--- src/rtl/fifo_queuing_param.sv ---
// fifo_queuing_param: parametrised synchronous FIFO with occupancy count, thresholds, sticky errors and flush.
// Define FIFO_QUEUING_FWFT_EN for first-word fall-through DataOut; default is a registered 1-cycle read.
module fifo_queuing_param #(
    parameter int WIDTH         = 16,
    parameter int DEPTH         = 8,
    parameter int POINTER_WIDTH = 3,
    parameter int AF_LEVEL      = 6,
    parameter int AE_LEVEL      = 1
) (
    input  logic                   clk,
    input  logic                   reset,
    input  logic                   clr,
    input  logic                   put,
    input  logic                   get,
    input  logic [WIDTH-1:0]       DataIn,
    output logic [WIDTH-1:0]       DataOut,
    output logic                   empty,
    output logic                   QFull,
    output logic                   almost_empty,
    output logic                   almost_full,
    output logic [POINTER_WIDTH:0] count,
    output logic                   overflow,
    output logic                   underflow
);
    localparam logic [POINTER_WIDTH:0] DEPTH_C = (POINTER_WIDTH+1)'(DEPTH);
    localparam logic [POINTER_WIDTH:0] AF_C    = (POINTER_WIDTH+1)'(AF_LEVEL);
    localparam logic [POINTER_WIDTH:0] AE_C    = (POINTER_WIDTH+1)'(AE_LEVEL);

    logic [POINTER_WIDTH:0] wr_ptr_q, wr_ptr_d, rd_ptr_q, rd_ptr_d;
    logic                   overflow_q, overflow_d, underflow_q, underflow_d;
    logic [WIDTH-1:0]       mem_q [DEPTH];
    logic                   get_e, put_e;

    // Extra pointer bit distinguishes full from empty, so count is a plain difference.
    assign count        = wr_ptr_q - rd_ptr_q;
    assign empty        = count == '0;
    assign QFull        = count == DEPTH_C;
    assign almost_empty = count <= AE_C;
    assign almost_full  = count >= AF_C;
    assign overflow     = overflow_q;
    assign underflow    = underflow_q;

    assign get_e = get & ~empty;
    assign put_e = put & (~QFull | get_e);

    always_comb begin
        wr_ptr_d    = clr ? '0 : wr_ptr_q + (POINTER_WIDTH+1)'(put_e);
        rd_ptr_d    = clr ? '0 : rd_ptr_q + (POINTER_WIDTH+1)'(get_e);
        overflow_d  = ~clr & (overflow_q | (put & ~put_e));
        underflow_d = ~clr & (underflow_q | (get & empty));
    end

    always_ff @(posedge clk or posedge reset) begin
        if (reset) begin
            wr_ptr_q    <= '0;
            rd_ptr_q    <= '0;
            overflow_q  <= 1'b0;
            underflow_q <= 1'b0;
        end else begin
            wr_ptr_q    <= wr_ptr_d;
            rd_ptr_q    <= rd_ptr_d;
            overflow_q  <= overflow_d;
            underflow_q <= underflow_d;
        end
    end

    always_ff @(posedge clk) begin
        if (put_e & ~clr) mem_q[wr_ptr_q[POINTER_WIDTH-1:0]] <= DataIn;
    end

`ifdef FIFO_QUEUING_FWFT_EN
    assign DataOut = empty ? '0 : mem_q[rd_ptr_q[POINTER_WIDTH-1:0]];
`else
    logic [WIDTH-1:0] data_out_q;

    // Reads the slot before a same-edge write lands, giving read-before-write when full.
    always_ff @(posedge clk or posedge reset) begin
        if (reset) data_out_q <= '0;
        else if (get_e & ~clr) data_out_q <= mem_q[rd_ptr_q[POINTER_WIDTH-1:0]];
    end

    assign DataOut = data_out_q;
`endif
endmodule

--- config.mk ---
export PLATFORM = sky130hd
export DESIGN_NAME = fifo_queuing_param
export DESIGN_NICKNAME = d
export VERILOG_FILES = /design/src/rtl/fifo_queuing_param.sv
export SDC_FILE = /design/constraint.sdc
export NUM_CORES = 1
export LEC_CHECK = 0
export CORE_AREA = 2 2 115 117
export CTS_BUF_LIST = sky130_fd_sc_hd__clkbuf_4 sky130_fd_sc_hd__clkbuf_8 sky130_fd_sc_hd__clkbuf_16
export DETAILED_ROUTE_END_ITERATION = 16
export DIE_AREA = 0 0 117 119
export GPL_TIMING_DRIVEN = 1
export PLACE_DENSITY = 0.68
export SYNTH_ARGS = -nofsm -noshare
export SYNTH_HDL_FRONTEND = slang
export SYNTH_SLANG_ARGS = --single-unit
--- constraint.sdc ---
create_clock -name clk -period 4.5 [get_ports clk]
set_input_delay 1.35 -clock clk [delete_from_list [all_inputs] [get_ports clk]]
set_output_delay 1.35 -clock clk [all_outputs]
set_load 0.01 [all_outputs]
==> reports/qor.yml <==
slew_violations: 0
ys_types: 34
synth_edf_count: 128
tightest_slew_ns: 0.830
crit_path_start_kind: "register"
first_pass_iters: 4
layout-drive-gt1-share: 0.256
numCtsBuffers: 17
fin_nets: 426
fin_util: 0.591
antennaDiodeCount: 0
p_per_area_nw_per_um2: 587
stdcell_count: 586
avgSynthCellArea_sq_um: 18.7
fmax_mhz: 230
holdWs_ns: 0.507
ys.flop_type: "edfxtp_1"
setup.worst_path.class: "register to output pin"
fin_crit_sh: 0.968
synth.area.top_cells: "edfxtp_1 (62%), mux4_2 (12%), dfrtp_1 (11%), nand2_1 (3.1%), mux2_4 (2.4%)"
cp-end-kind: "output pin"
crit_family: "buffers and inverters"
areaGrowthSynthToFinish_pct: 22.8
first_iter_violations: 168
core_sq_um: 12900
clock_sinks: 154
post_cts_buffers: 0
final_common_cell: "edfxtp_1"
drt-wirelength-per-cell_um: 19.1
ys_seq_area_frac: 0.726
die_w_um: 117
final_cell_area_sq_um: 7610
async_flop_share: 0.169
crit_fanout: 5
clockRootBuffer: "clkbuf_16"
syn_area_sq_um: 6190
via_per_inst: 5.38
placementRows: 42
antenna_left: 0
synth.largest_area_cell: "edfxtp_1"
placed_cells: 554
cts.repair.resized: 0
vias: 3150
cp_num_buf_inv: 3
portBuffers: 46
die_height_um: 119
status: "complete, no violations"
place_area_sq_um: 7000
regToRegSetupSlack_ns: 1.29
h-tree-depth: 4
io_pins: 47
crit_required_ns: 3.15
critPathSlowestCell: "clkdlybuf4s50_1"
grt.total_usage: 0.176
die_area_sq_um: 13900
grt_antenna_before_repair: 0
path_cells: "inv_1 -> ha_1 -> inv_1 -> fa_1 -> xor2_1 -> or3_4 -> nor3_1 -> clkdlybuf4s50_1"
start_util: 0.481
max_slew_margin: 0.447
grt_max_degree: 35
hold_path_class: "register to register"
clockBufferDepth: 2
syn-num-nets: 360
finalHoldViolCount: 0
drt_wl_total_um: 11200
nFillCells: 974
cts_tree: "done"
crit_path_max_incr_delay_ns: 0.58
finalSetupViolations: 0
clock_latency_ns: 0.42
grt_pass1_vias: 3268
max-vdd-ir-drop_mv: 0.258
tns_ns: 0
rsz0062_at_grt: "no"
cts_hold_buf: 0
grt_pass1_wl_um: 17500
final_cell_mix: "edfxtp_1 (128), nand2_1 (51), clkdlybuf4s50_1 (46)"
grt-ovfl-total: 0
place_hpwl_um: 6620
drv_cap: 0
syn_inst: 331
drc: 0
leakage_nw: 2.67
fin_skew_ns: 0.00715
synth-warning-count: 0
synth_seq_cells: 154
crit_top_cell: "inv_1"
netlist.area_leader.share: 0.621
fin_crit_ns: 4.35
crit_arrival_ns: 3.00
clkTransAtPathRegs_ns: 0.06
gp_congestion: 0.790
==> per-layer routing <==
metal,global-route usage,up-vias,wire length [um]
li1,-,1419,-
met1,0.230,1626,4550
met2,0.279,92,5780
met3,0.0514,13,685
met4,0.0699,0,168
met5,0,-,0
==> metrics by stage <==
step / power, W / setup slack (ns)
after CTS: 0.00451 / 0.140
after global placement: 0.00305 / 0.645
final: 0.00446 / 0.146
after floorplan: 0.00259 / 0.131
after detailed placement: 0.00307 / 0.593
after global routing: 0.00467 / 0.0255
==> where the power goes <==
group          switching (W)  leakage, nW  internal [W]
combinational       0.000563        0.885      0.000721
sequential         0.0000630         1.48       0.00168
clock               0.000512        0.305      0.000927
total                0.00114         2.67       0.00333
==> synthesized netlist by cell type, types with 6 or more instances <==
cell type and count:
dfrtp_1 26, mux2_2 6, ha_1 7, nor2_1 9, mux4_2 32, mux2_4 10
nand2_1 51, clkbuf_1 8, inv_1 7, edfxtp_1 128
==> state kept, by name, summed over array words and instances (netlist names) <==
signal and cells:
mem_q 128, DataOut 16, rd_ptr_q 4, wr_ptr_q 4
overflow 1, underflow 1
==> worst reg2reg max path: cells and delay by family (launching register included) <==
family / cells / cell delay, ns
and+or+nand+nor: 2 / 0.82
buffers and inverters: 4 / 0.72
xor gates and xnor gates: 1 / 0.33
adders and majority gates: 2 / 0.56
DFF: 1 / 0.41
AOI/OAI and AO/OA: 1 / 0.08
==> kinds of logic (layout without fill, tap and decap cells) <==
| kind of cell | count (synthesis) | after routing | synth area share |
|---|---|---|---|
| flops | 154 | 154 | 0.726 |
| mux | 48 | 48 | 0.152 |
| compound gates | 10 | 10 | 0.0170 |
| simple gates | 82 | 82 | 0.0618 |
| fa+ha+maj | 8 | 8 | 0.0174 |
| xor+xnor | 7 | 7 | 0.00990 |
| buf+inv | 22 | 101 | 0.0168 |
==> cell type report <==
cell class	instances	area, sq um	share of cell area
Clock buffer	24	490	0.0645
Clock inverter	8	116	0.0153
Inverter	8	30.0	0.00395
Multi-Input combinational cell	155	1680	0.221
Sequential cell	154	4500	0.591
Tap cell	176	220	0.0290
Timing Repair Buffer	61	573	0.0753
==> final timing paths <==
kind,cells past startpoint,endpoint,startpoint
max,8,QFull,wr_ptr_q[0]$_DFF_PP0_
min,1,DataOut[13]$_DFFE_PP0P_,DataOut[13]$_DFFE_PP0P_
max reg2reg,10,mem_q[5][15]$_DFFE_PP_,wr_ptr_q[0]$_DFF_PP0_
min reg2reg,1,DataOut[13]$_DFFE_PP0P_,DataOut[13]$_DFFE_PP0P_
min in group asynchronous,2,DataOut[2]$_DFFE_PP0P_,reset
max in group asynchronous,3,DataOut[6]$_DFFE_PP0P_,reset
(Power assumes the default switching activity.)
